--- src/rtl/terrain_probe_scheduler.sv ---
// terrain_probe_scheduler
//   Shares one single-port terrain map BRAM (2-bit cells) between the ball
//   physics probe set (centre, +x, -x, +y, -y) and a low-priority auxiliary
//   reader. One start pulse issues five probe reads back to back, drains the
//   BRAM pipeline, and then presents all five codes with a single probe_valid.
//
// Ports
//   clk_in, rst_in         clock, synchronous active-high reset
//   start, ball_x, ball_y  probe trigger and 8.8 ball position (latched on accept)
//   busy, probe_valid      sequence active / results-updated pulse
//   terrain_{c,xp,xm,yp,ym} probe results (held between probe_valid pulses)
//   start_dropped          sticky: start seen while a sequence was running
//   aux_req, aux_addr      auxiliary level request and cell address
//   aux_grant              aux_addr is on map_addr this cycle
//   aux_valid, aux_rdata   aux read return, RAM_LATENCY cycles after grant
//   map_addr, map_data     BRAM address out / read data in
module terrain_probe_scheduler #(
  parameter int unsigned WIDTH        = 160,
  parameter int unsigned HEIGHT       = 90,
  parameter logic [15:0] PROBE_OFFSET = 16'h0080,
  parameter int unsigned RAM_LATENCY  = 2,
  parameter logic [1:0]  WALL_CODE    = 2'd1
) (
  input  logic        clk_in,
  input  logic        rst_in,
  input  logic        start,
  input  logic [15:0] ball_x,
  input  logic [15:0] ball_y,
  output logic        busy,
  output logic        probe_valid,
  output logic [1:0]  terrain_c,
  output logic [1:0]  terrain_xp,
  output logic [1:0]  terrain_xm,
  output logic [1:0]  terrain_yp,
  output logic [1:0]  terrain_ym,
  output logic        start_dropped,
  input  logic        aux_req,
  input  logic [15:0] aux_addr,
  output logic        aux_grant,
  output logic        aux_valid,
  output logic [1:0]  aux_rdata,
  output logic [15:0] map_addr,
  input  logic [1:0]  map_data
);

  localparam int DW = (RAM_LATENCY > 1) ? $clog2(RAM_LATENCY) : 1;

  typedef enum logic [1:0] {IDLE, ISSUE, DRAIN, DONE} state_t;

  // Travels alongside each read so the returning datum finds its consumer.
  typedef struct packed {
    logic       vld;
    logic       aux;
    logic [2:0] idx;
    logic       oob;
  } tag_t;

  state_t                     state, state_nxt;
  logic   [2:0]               idx;
  logic   [DW-1:0]            drain_cnt;
  logic   [15:0]              bx, by;
  tag_t   [RAM_LATENCY-1:0]   tag_pipe;
  tag_t                       tag_new, tag_ret;
  logic   [4:0][1:0]          cap, cap_nxt;
  logic   [15:0]              addr_q;
  logic   [1:0]               aux_q;

  logic   [15:0]              cx, cy, cell_x, cell_y, probe_addr;
  logic                       probe_oob, issuing, start_ok;

  // Probe coordinate for the current index, 16-bit wrapping.
  always_comb begin
    cx = bx;
    cy = by;
    unique case (idx)
      3'd1:    cx = bx + PROBE_OFFSET;
      3'd2:    cx = bx - PROBE_OFFSET;
      3'd3:    cy = by + PROBE_OFFSET;
      3'd4:    cy = by - PROBE_OFFSET;
      default: ;
    endcase
  end

  // Integer cell; a coordinate that wrapped below zero lands on cell 255
  // and is caught by the bounds test.
  assign cell_x     = cx >> 8;
  assign cell_y     = cy >> 8;
  assign probe_addr = cell_x + 16'(WIDTH) * cell_y;
  assign probe_oob  = (cell_x >= 16'(WIDTH)) || (cell_y >= 16'(HEIGHT));

  assign issuing     = (state == ISSUE);
  assign start_ok    = start && (state == IDLE);
  assign busy        = (state != IDLE);
  assign probe_valid = (state == DONE);

  // Start wins over aux in the same cycle.
  assign aux_grant = (state == IDLE) && aux_req && !start && !rst_in;
  assign map_addr  = issuing ? probe_addr : (aux_grant ? aux_addr : addr_q);

  assign tag_new = '{vld: issuing || aux_grant, aux: aux_grant,
                     idx: idx, oob: issuing && probe_oob};
  assign tag_ret = tag_pipe[RAM_LATENCY-1];

  assign aux_valid = tag_ret.vld && tag_ret.aux && !rst_in;
  assign aux_rdata = aux_valid ? map_data : aux_q;

  // Probe captures including the datum returning this cycle, so the last
  // probe's result can be published on the same edge that enters DONE.
  always_comb begin
    cap_nxt = cap;
    if (tag_ret.vld && !tag_ret.aux)
      cap_nxt[tag_ret.idx] = tag_ret.oob ? WALL_CODE : map_data;
  end

  always_comb begin
    state_nxt = state;
    unique case (state)
      IDLE:  if (start) state_nxt = ISSUE;
      ISSUE: if (idx == 3'd4) state_nxt = DRAIN;
      DRAIN: if (drain_cnt == DW'(RAM_LATENCY - 1)) state_nxt = DONE;
      DONE:  state_nxt = IDLE;
      default: state_nxt = IDLE;
    endcase
  end

  always_ff @(posedge clk_in) begin
    if (rst_in) begin
      state         <= IDLE;
      idx           <= '0;
      drain_cnt     <= '0;
      bx            <= '0;
      by            <= '0;
      tag_pipe      <= '0;
      cap           <= '0;
      terrain_c     <= '0;
      terrain_xp    <= '0;
      terrain_xm    <= '0;
      terrain_yp    <= '0;
      terrain_ym    <= '0;
      start_dropped <= 1'b0;
      addr_q        <= '0;
      aux_q         <= '0;
    end else begin
      state <= state_nxt;
      if (start_ok) begin
        bx <= ball_x;
        by <= ball_y;
      end
      if (start_ok)     idx <= '0;
      else if (issuing) idx <= idx + 3'd1;
      drain_cnt <= (state == DRAIN) ? drain_cnt + DW'(1) : '0;

      tag_pipe[0] <= tag_new;
      for (int i = 1; i < RAM_LATENCY; i++) tag_pipe[i] <= tag_pipe[i-1];

      cap <= cap_nxt;
      if (state == DRAIN && state_nxt == DONE) begin
        terrain_c  <= cap_nxt[0];
        terrain_xp <= cap_nxt[1];
        terrain_xm <= cap_nxt[2];
        terrain_yp <= cap_nxt[3];
        terrain_ym <= cap_nxt[4];
      end

      if (start && state != IDLE) start_dropped <= 1'b1;
      addr_q <= map_addr;
      aux_q  <= aux_rdata;
    end
  end

endmodule

--- config.mk ---
export PLATFORM = sky130hd
export DESIGN_NAME = terrain_probe_scheduler
export DESIGN_NICKNAME = d
export VERILOG_FILES = /design/src/rtl/terrain_probe_scheduler.sv
export SDC_FILE = /design/constraint.sdc
export NUM_CORES = 1
export LEC_CHECK = 0
export ABC_AREA = 1
export BUFFER_PORTS_ARGS = -buffer_cell sky130_fd_sc_hd__buf_2
export CORE_MARGIN = 10
export CORE_UTILIZATION = 48
export DETAILED_ROUTE_END_ITERATION = 8
export PLACE_DENSITY = 0.77
export SLEW_MARGIN = 30
export SYNTH_ARGS = -nofsm -noshare
export SYNTH_HDL_FRONTEND = slang
export SYNTH_SLANG_ARGS = --single-unit
--- constraint.sdc ---
create_clock -name clk_in -period 6 [get_ports clk_in]
set_input_delay 0.9 -clock clk_in [delete_from_list [all_inputs] [get_ports clk_in]]
set_output_delay 0.9 -clock clk_in [all_outputs]
set_load 0.05 [all_outputs]
==> results of run 1 <==
## layout make-up
type | instances | area [um^2]
tap | 129 | 161
timing repair buffer | 73 | 370
multi-input combinational | 490 | 2580
clock inverter | 7 | 65.1
fill | 881 | 4080
sequential | 75 | 1500
inverter | 95 | 357
clock buffer | 9 | 124
## worst min-delay path by stage
stage	from	endpoint	slack (ns)	cells after the start
finish	tag_pipe[2]	tag_pipe[8]	0.40	2
global route	tag_pipe[1]	tag_pipe[7]	0.42	2
CTS	tag_pipe[1]	tag_pipe[7]	0.40	2
detailed placement	tag_pipe[5]	tag_pipe[11]	0.39	2
global placement	tag_pipe[5]	tag_pipe[11]	0.39	2
floorplan	tag_pipe[4]	tag_pipe[10]	0.39	2
## routing by layer
layer / vias up / global-route usage, %
met5: - / 0
met4: 0 / 5.85
met3: 12 / 3.21
met2: 104 / 27.2
met1: 2028 / 21.1
li1: 2309 / -
## cells by family after synthesis
group | synth area share (%)
AO/OA/AOI/OAI | 14.9
adder cells (fa/ha/maj) | 9.76
XOR/XNOR | 2.29
AND/OR/NAND/NOR | 30.0
flip-flops | 33.1
buffers and inverters | 10.0
## per-stage QoR
stage / worst slack (ns) / utilization (%)
after detailed placement: 0.483 / 53.7
final: 0.474 / 55.9
after CTS: 0.0844 / 55.7
after global routing: 0.0715 / 55.9
after floorplan: 0.917 / -
after global placement: 0.630 / 53.7
## flip-flops by register name, summed over array words and instances, names as in the netlist
register and flops:
addr_q 16, aux_q 2, bx 9, by 9, cap 10, drain_cnt 1, idx 3, start_dropped 1
state 2, tag_pipe 12, terrain_c 2, terrain_xm 2, terrain_xp 2, terrain_ym 2, terrain_yp 2
## power breakdown
| group | internal (mW) | total (mW) | switching [mW] |
|---|---|---|---|
| sequential | 0.521 | 0.535 | 0.0140 |
| combinational | 0.0930 | 0.300 | 0.207 |
| clock | 0.161 | 0.378 | 0.217 |
## worst min-delay path, cell delays in order, from the launching register on
cell     delay, ns
dfxtp_1       0.30
inv_1         0.04
nor2_1        0.03
## cell usage in the layout, fill, tap and decap left out, types with 2 or more instances in the layout
cell	n
a21oi_1	44
a31oi_1	3
and2_1	9
buf_2	71
clkbuf_8	9
dfxtp_1	75
fa_1	4
ha_1	29
inv_1	91
inv_2	4
inv_6	3
inv_8	2
nand2_1	150
nand2_2	2
nand3_1	33
nand3b_1	3
nand4_1	7
nor2_1	101
nor2_2	2
nor3_1	3
o211ai_1	2
o21ai_0	55
o21ai_1	2
o21ai_2	3
o21bai_1	4
o22ai_1	5
or2_2	6
xnor2_1	4
xor2_1	6
## what timing repair did
action                                  CTS  global route
setup buffers                             0             1
endpoints found under the setup margin    0             4
resized for setup                         0             4
==> metrics.md, run 1 <==
| Metric | Value |
|---|---|
| Max-slew violation count | `0` |
| Worst Setup Path Type | `reg -> out` |
| CTS Hold Bufs | `0` |
| Leakage | `2.75 nW` |
| Metal2 WL | `between 5000 and 6000 um` |
| R2R Setup Slk | `1.81 ns` |
| Die X | `117 um` |
| Post-synth top cells | `151 x nand2_1, 101 x nor2_1, 92 x inv_1, 75 x dfxtp_1, 56 x o21ai_0` |
| Clock-pin slew on the worst setup and hold paths | `0.09 ns` |
| Synthesized Nets | `approximately 770` |
| 1st-iter DRT viols | `about 280` |
| Hold slack | `0.404 ns` |
| Critical Path Sink Type | `primary output` |
| Syn Area/Cell | `approximately 6.7 um^2` |
| First-pass GRT wire length | `around 18000 um` |
| Total chip power | `1.21 mW` |
| Mapped Area | `4540 um^2` |
| Initial antenna violation count | `0` |
| Layout area overhead | `13.8%` |
| R2R Path End | `addr_q[14]` |
| Final Skew | `~0.0049 ns` |
| PD cells | `235 nW/um^2` |
| Placed cells | `~860` |
| Synth area leaders | `dfxtp_1 33%, nand2_1 12%, nor2_1 8.4%, ha_1 8.0%, inv_1 7.6%` |
| CP endpoint | `map_addr[14]` |
| Die area | `about 14000 um^2` |
| WL final | `11200 um` |
| Final net count | `831` |
| Period utilization | `92.1%` |
| RSZ-0062 raised after global routing | `no` |
| Yosys top cell by area | `dfxtp_1` |
| CORE AREA | `9240 um^2` |
| Dpl cell area | `4960 um^2` |
| CTS sink count | `75` |
| Most frequent cell on the critical path | `nand2_1` |
| Top-count cell post-synth | `nand2_1` |
| CP max stage delay | `~0.56 ns` |
| Worst Tran Pin Value | `0.939 ns` |
| Worst EP arrival | `4.63 ns` |
| IO Count | `87` |
| Tmin final | `5.53 ns` |
| #FFs+latches synth | `75` |
| Critical Path Fanout Max | `8` |
| Max-Cap Viols | `0` |
| Worst skew pair latency | `0.36 ns` |
| Vias in the first global route | `4095` |
| DRT Pass-1 Iters | `5` |
| Root buf cell | `clkbuf_8` |
| Slowest CP cell | `fa_1` |
| Worst path depth | `26` |
| Vias | `4453` |
| Critical path launch point type | `flop` |
| HP Class | `reg -> reg` |
| Wirelength per Cell | `about 13 um` |
| Fmax | `181 MHz` |
| Final setup fails | `0` |
| Status | `complete, no violations` |
| RR Startpoint | `idx[0]` |
| GR Overflow Total | `0` |
| Gate count of the mapped netlist | `680` |
| CP startpoint | `idx[0]` |
| Distinct cells, synth | `43` |
| Placer congestion estimate | `0.891` |
| Data required, critical path | `~5 ns` |
| TNS Setup | `0 ns` |
| DR WL met3 | `770 um` |
| Final ANT Viol Nets | `0` |
| Starting Density | `49.1%` |
| Hold Fails Final Rpt | `0` |
| Finished Layout Cells | `878` |
| Max layer used | `met4` |
| CTS tree | `yes` |
| Largest net degree at the start of global routing | `40` |
| Post-synth top flop | `dfxtp_1` |
| Vias/cell | `5.07` |
| # diodes | `0` |
| Synth top area share | `around a third` |
| R2R cell count | `25` |
| Post-route DRC violation count | `0` |
| WP buf/inv | `5` |
| GRT Total Usage | `16.5%` |
| Relative slew slack | `37.2%` |
| H-tree depth | `3` |
| Cell area after layout | `between 5000 and 6000 um^2` |
| Family with the most delay on the worst path | `adder cells` |
| Die height | `117 um` |
| Share of cells above drive strength 1 | `between 10 and 15%` |
| Seq/Total Area, Yosys | `roughly a third` |
| Synth warn | `0` |
| FFs w/ async S/R, synth | `0%` |
| CTS Buf Count | `9` |
| EDFF count, synth | `0` |
| PortBufs | `72` |
| FP Rows | `35` |
| Clk buf depth | `2` |
| Met1 Routed Length | `roughly 5200 um` |
| DPL Wire Length | `8600 um` |
| Worst VDD drop | `0.0000992 V` |
Power figures use the tool's default switching activity.
==> run 2: changes to the inputs <==
--- a/config.mk
+++ b/config.mk
@@ -7,10 +7,12 @@
 export LEC_CHECK = 0
 export ABC_AREA = 1
 export BUFFER_PORTS_ARGS = -buffer_cell sky130_fd_sc_hd__buf_2
+export CELL_PAD_IN_SITES_DETAIL_PLACEMENT = 2
+export CELL_PAD_IN_SITES_GLOBAL_PLACEMENT = 2
 export CORE_MARGIN = 10
-export CORE_UTILIZATION = 48
+export CORE_UTILIZATION = 30
 export DETAILED_ROUTE_END_ITERATION = 8
-export PLACE_DENSITY = 0.77
+export PLACE_DENSITY = 0.86
 export SLEW_MARGIN = 30
 export SYNTH_ARGS = -nofsm -noshare
 export SYNTH_HDL_FRONTEND = slang
==> run 2 against run 1 <==
  * First-iteration DRC count decreased by 39%
  * Clock-buffer cell count increased by 1
  * Via count increased by 5.7%
  * Sequential power about the same
  * Clock skew increased by 0.0015 ns
  * Register-to-register slack got worse by 0.16 ns
  * Critical path type unchanged
  * Wire length increased by 44%
  * Non-clock buffer count unchanged
==> metrics.md, run 2 (same netlist as run 1, synthesis figures left out) <==
| Metric | Value |
|---|---|
| Leakage | `2.79 nW` |
| Max-slew violation count | `0` |
| Clk buf depth | `2` |
| Post-route DRC violation count | `0` |
| Top flop regs | `addr_q (16), tag_pipe (12), cap (10)` |
| Final Skew | `0.00646 ns` |
| Final core occ | `36.5%` |
| Slowest CP cell | `fa_2` |
| Critical Path Fanout Max | `8` |
| Commonest non-fill, non-tap cell in the layout | `nand2_1` |
| Final ANT Viol Nets | `0` |
| Relative slew slack | `51.8%` |
| Clock-pin slew on the worst setup and hold paths | `approximately 0.070 ns` |
| Fmax | `177 MHz` |
| Hold Fails Final Rpt | `0` |
| DRT Pass-1 Iters | `4` |
| Die X | `143 um` |
| Worst skew pair latency | `0.35 ns` |
| Starting Density | `between 30% and 40%` |
| CTS Buf Count | `9` |
| Placer congestion estimate | `0.835` |
| Initial antenna violation count | `0` |
| Most frequent cells in the layout | `150 x nand2_1, 100 x nor2_1, 91 x inv_1` |
| Final setup margin | `0.343 ns` |
| Largest reg by FF count | `addr_q` |
| GRT Total Usage | `~16%` |
| IO Count | `87` |
| Tmin final | `5.66 ns` |
| Vias | `4706` |
| Period utilization | `94.3%` |
| Worst Tran Pin Value | `0.722 ns` |
| First-pass GRT wire length | `26300 um` |
| Setup Buffers After CTS | `0` |
| CP max stage delay | `0.58 ns` |
| CORE AREA | `14700 um^2` |
| Final setup fails | `0` |
| WL final | `16100 um` |
| Critical path launch point type | `flop` |
| Root buf cell | `clkbuf_16` |
| Status | `complete, no violations` |
| Most frequent cell on the critical path | `nand2_1` |
| Vias/cell | `5.04` |
| Cell area after layout | `5370 um^2` |
| Pre-CTS setup slack | `0.226 ns` |
| CTS tree | `yes` |
| FP Rows | `44` |
| Final net count | `between 800 and 900` |
| PortBufs | `72` |
| CTS sink count | `75` |
| Worst VDD drop | `around 0.00014 V` |
| Worst EP arrival | `4.76 ns` |
| 1st-iter DRT viols | `169` |
| Largest net degree at the start of global routing | `40` |
| GR Overflow Total | `0` |
| Data required, critical path | `5.10 ns` |
| Hold slack | `0.409 ns` |
| H-tree depth | `3` |
| DPL Wire Length | `12100 um` |
| # diodes | `0` |
| Dpl cell area | `5040 um^2` |
| Largest register FFs | `16` |
| HP Class | `reg -> reg` |
| PD cells | `266 nW/um^2` |
| Die area | `a little over 20000 um^2` |
| Die height | `143 um` |
| Wirelength per Cell | `17.3 um` |
| Max-Cap Viols | `0` |
| Layout area overhead | `18.4%` |
| Critical Path Sink Type | `primary output` |
| Worst Setup Path Type | `reg -> out` |
| Vias in the first global route | `5161` |
| Share of cells above drive strength 1 | `15.9%` |
[run 2: area by class of cell]
class | count | area (um^2)
Clock inverter | 6 | 73.8
Inverter | 95 | 359
Multi-Input combinational cell | 490 | 2610
Tap cell | 184 | 230
Clock buffer | 10 | 229
Timing Repair Buffer | 73 | 368
Fill cell | 1785 | 9330
Sequential cell | 75 | 1500
[run 2: power breakdown]
group          leakage, nW  switching, mW  internal (mW)
clock network        0.141          0.245          0.328
registers            0.613         0.0158          0.522
logic                 2.03          0.225         0.0935
[run 2: per-layer routing]
| layer | part of all wire [%] | global-route usage (%) | up-vias |
|---|---|---|---|
| li1 | - | - | 2299 |
| met1 | 44 | 18.4 | 2309 |
| met2 | 50 | 28.1 | 82 |
| met3 | 4.9 | 4.64 | 16 |
| met4 | 1.3 | 4.67 | 0 |
| met5 | 0 | 0 | - |
[run 2: what timing repair did]
item | CTS | global route
pin swaps | 0 | 0
setup endpoints to repair | 4 | 4
gates resized for setup | 3 | 10
hold buffers | 0 | 0
[run 2: final timing paths]
path                                   from      endpoint  slack, ns  depth (start not counted)
worst min register to register  tag_pipe[3]   tag_pipe[9]       0.41                          2
worst max register to register       idx[0]    addr_q[14]       1.65                         27
worst min-delay path            tag_pipe[3]   tag_pipe[9]       0.41                          2
worst max-delay path                 idx[0]  map_addr[14]       0.34                         28
[run 2: through the flow]
stage          cells  power, mW  TNS (ns)
6_report         933       1.43         0
5_1_grt          933       1.50  -0.00487
3_5_place_dp     917      0.861         0
4_1_cts          933       1.44         0
2_1_floorplan    680      0.767         0
3_3_place_gp     917      0.843         0
[run 2: worst max-delay path: cells and delay by family (launching register included)]
kind,cells,cell delay (ns)
simple gates,16,1.47
buf+inv,6,0.77
fa+ha+maj,5,1.61
compound gates,1,0.17
flops,1,0.35
==> run 3: changes to the inputs <==
--- a/config.mk
+++ b/config.mk
@@ -10,9 +10,10 @@
 export CELL_PAD_IN_SITES_DETAIL_PLACEMENT = 2
 export CELL_PAD_IN_SITES_GLOBAL_PLACEMENT = 2
 export CORE_MARGIN = 10
-export CORE_UTILIZATION = 30
+export CORE_UTILIZATION = 31
+export CTS_BUF_LIST = sky130_fd_sc_hd__clkbuf_4
 export DETAILED_ROUTE_END_ITERATION = 8
-export PLACE_DENSITY = 0.86
+export PLACE_DENSITY = 0.88
 export SLEW_MARGIN = 30
 export SYNTH_ARGS = -nofsm -noshare
 export SYNTH_HDL_FRONTEND = slang
==> run 3 against run 2 <==
  * Cell area is 0.51% lower
  * Cell count is 0.86% higher
  * Clock-buffer cell count is 1 lower
  * Critical path depth is 1 higher
  * Combinational power is 6% higher
  * Clock power is 44% lower
  * Sequential cell count stayed put
  * Die area is 2.8% lower
  * First-iteration DRC count is 3.6% higher
  * Largest cell class unchanged
  * Highest routed layer unchanged
==> metrics.md, run 3 (same netlist as run 1, synthesis figures left out) <==
| Metric | Value |
|---|---|
| Status | `complete, no violations` |
| Final core occ | `between 30% and 40%` |
| Placer congestion estimate | `0.864` |
| Die X | `141 um` |
| Family with the most delay on the worst path | `simple AND/OR/NAND/NOR gates` |
| Top flop regs | `addr_q (16), tag_pipe (12), cap (10)` |
| Layout area overhead | `17.8%` |
| H-tree depth | `3` |
| WL final | `17200 um` |
| Max-slew violation count | `0` |
| Relative slew slack | `51.5%` |
| Clk buf depth | `2` |
| Initial antenna violation count | `1` |
| Worst VDD drop | `0.000103 V` |
| Wirelength per Cell | `around 18 um` |
| R2R Path End | `addr_q[13]` |
| CTS Buf Count | `9` |
| First-pass GRT wire length | `26300 um` |
| Fmax | `173 MHz` |
| Final setup fails | `0` |
| Most frequent cells in the layout | `149 x nand2_1, 96 x nor2_1, 90 x inv_1` |
| WP buf/inv | `6` |
| PD cells | `between 200 and 250 nW/um^2` |
| Most frequent cell on the critical path | `nand2_1` |
| CORE AREA | `14400 um^2` |
| Final Skew | `0.0158 ns` |
| HP Class | `reg -> reg` |
| Clock-pin slew on the worst setup and hold paths | `0.15 ns` |
| FP Rows | `44` |
| CP max stage delay | `0.39 ns` |
| R2R cell count | `29` |
| Hold EP | `tag_pipe[7]` |
| Post-route DRC violation count | `0` |
| Vias | `between 4000 and 5000` |
| RR Startpoint | `idx[0]` |
| 1st-iter DRT viols | `175` |
| Leakage | `2.74 nW` |
| Die area | `19900 um^2` |
| Placed cells | `a little over 900` |
| CTS Hold Bufs | `0` |
| Starting Density | `31.5%` |
| Die height | `141 um` |
| Hold Fails Final Rpt | `0` |
| Worst Tran Pin Value | `0.727 ns` |
| Total chip power | `1.20 mW` |
| Final ANT Viol Nets | `0` |
| Worst Setup Path Type | `reg -> out` |
| Hold Crit Start | `tag_pipe[1]` |
| Critical Path Sink Type | `primary output` |
| Share of cells above drive strength 1 | `18.7%` |
| Largest reg by FF count | `addr_q` |
| Root buf cell | `clkbuf_4` |
| CTS sink count | `between 70 and 80` |
| IO Count | `87` |
| Tmin final | `5.78 ns` |
| Slowest CP cell | `dfxtp_4` |
| Vias in the first global route | `between 5000 and 6000` |
| Commonest non-fill, non-tap cell in the layout | `nand2_1` |
| DPL Wire Length | `12500 um` |
| Hold slack | `0.420 ns` |
| Period utilization | `96.3%` |
| Largest net degree at the start of global routing | `40` |
| Cell count of the worst hold path | `2` |
| Finished Layout Cells | `941` |
| Fillers | `1771` |
| Critical Path Fanout Max | `7` |
| GRT Total Usage | `16.1%` |
| R2R Setup Slk | `~1.6 ns` |
| GR Overflow Total | `0` |
| Vias/cell | `5.02` |
| Final net count | `838` |
| PortBufs | `72` |
| Data required, critical path | `5.10 ns` |
| Worst skew pair latency | `0.49 ns` |
| CTS tree | `yes` |
| DRT Pass-1 Iters | `4` |
| Max-Cap Viols | `0` |
| Largest register FFs | `16` |
| Critical path launch point type | `flop` |
| Worst EP arrival | `4.88 ns` |
-- run 3: changes by cell type in the layout (fill, tap and decap cells not counted), sizes merged --
| cell | previous run | this run |
|---|---|---|
| buf | 73 | 80 |
| bufinv | 1 | 0 |
| clkbuf | 10 | 9 |
| clkinv | 1 | 2 |
| diode | 0 | 1 |
| inv | 97 | 98 |
-- run 3: how the worst max path moves through the flow --
stage / cells after the start / startpoint / endpoint / slack, ns
after floorplan: 22 / idx[0] / map_addr[13] / 0.92
after global placement: 26 / idx[0] / map_addr[14] / 0.77
after detailed placement: 26 / idx[0] / map_addr[14] / 0.37
after CTS: 28 / idx[0] / map_addr[14] / 0.03
after global routing: 27 / idx[0] / map_addr[14] / -0.12
final: 29 / idx[0] / map_addr[15] / 0.22
-- run 3: final cells by class --
type | count | area, um^2 | share of cell area, %
Inverter | 95 | 360 | 6.74
Multi-Input combinational cell | 490 | 2680 | 50.2
Tap cell | 184 | 230 | 4.31
Sequential cell | 75 | 1510 | 28.2
Antenna cell | 1 | 2.50 | 0.0468
Clock inverter | 7 | 58.8 | 1.10
Timing Repair Buffer | 80 | 438 | 8.19
Clock buffer | 9 | 67.6 | 1.26
-- run 3: timing repair --
action / CTS / global route
gates resized for setup: 3 / 31
pin swaps: 0 / 3
endpoints found under the setup margin: 4 / 4
setup buffers: 0 / 6
-- run 3: through the flow --
step / worst slack, ns / cell area, um^2 / setup TNS [ns]
floorplan: 0.917 / 4540 / 0
finish: 0.221 / 5340 / 0
CTS: 0.0293 / 5190 / 0
global placement: 0.766 / 5050 / 0
detailed placement: 0.373 / 5050 / 0
global route: -0.116 / 5340 / -0.332
-- run 3: report_power, final --
group	internal, mW	switching, mW	leakage (nW)
Combinational	0.101	0.236	2.06
Sequential	0.522	0.0169	0.613
Clock	0.0922	0.231	0.0692
-- run 3: worst min-delay path: stages (launching register included) --
cell and delay [ns]:
dfxtp_1 0.33, inv_1 0.04, nor2_1 0.03
-- run 3: per-layer routing --
| layer | GRT usage, % | vias up | part of all wire (%) |
|---|---|---|---|
| li1 | - | 2307 | - |
| met1 | 19.2 | 2273 | 43 |
| met2 | 27.7 | 108 | 49 |
| met3 | 3.63 | 36 | 4.8 |
| met4 | 5.43 | 0 | 2.5 |
| met5 | 0 | - | 0 |
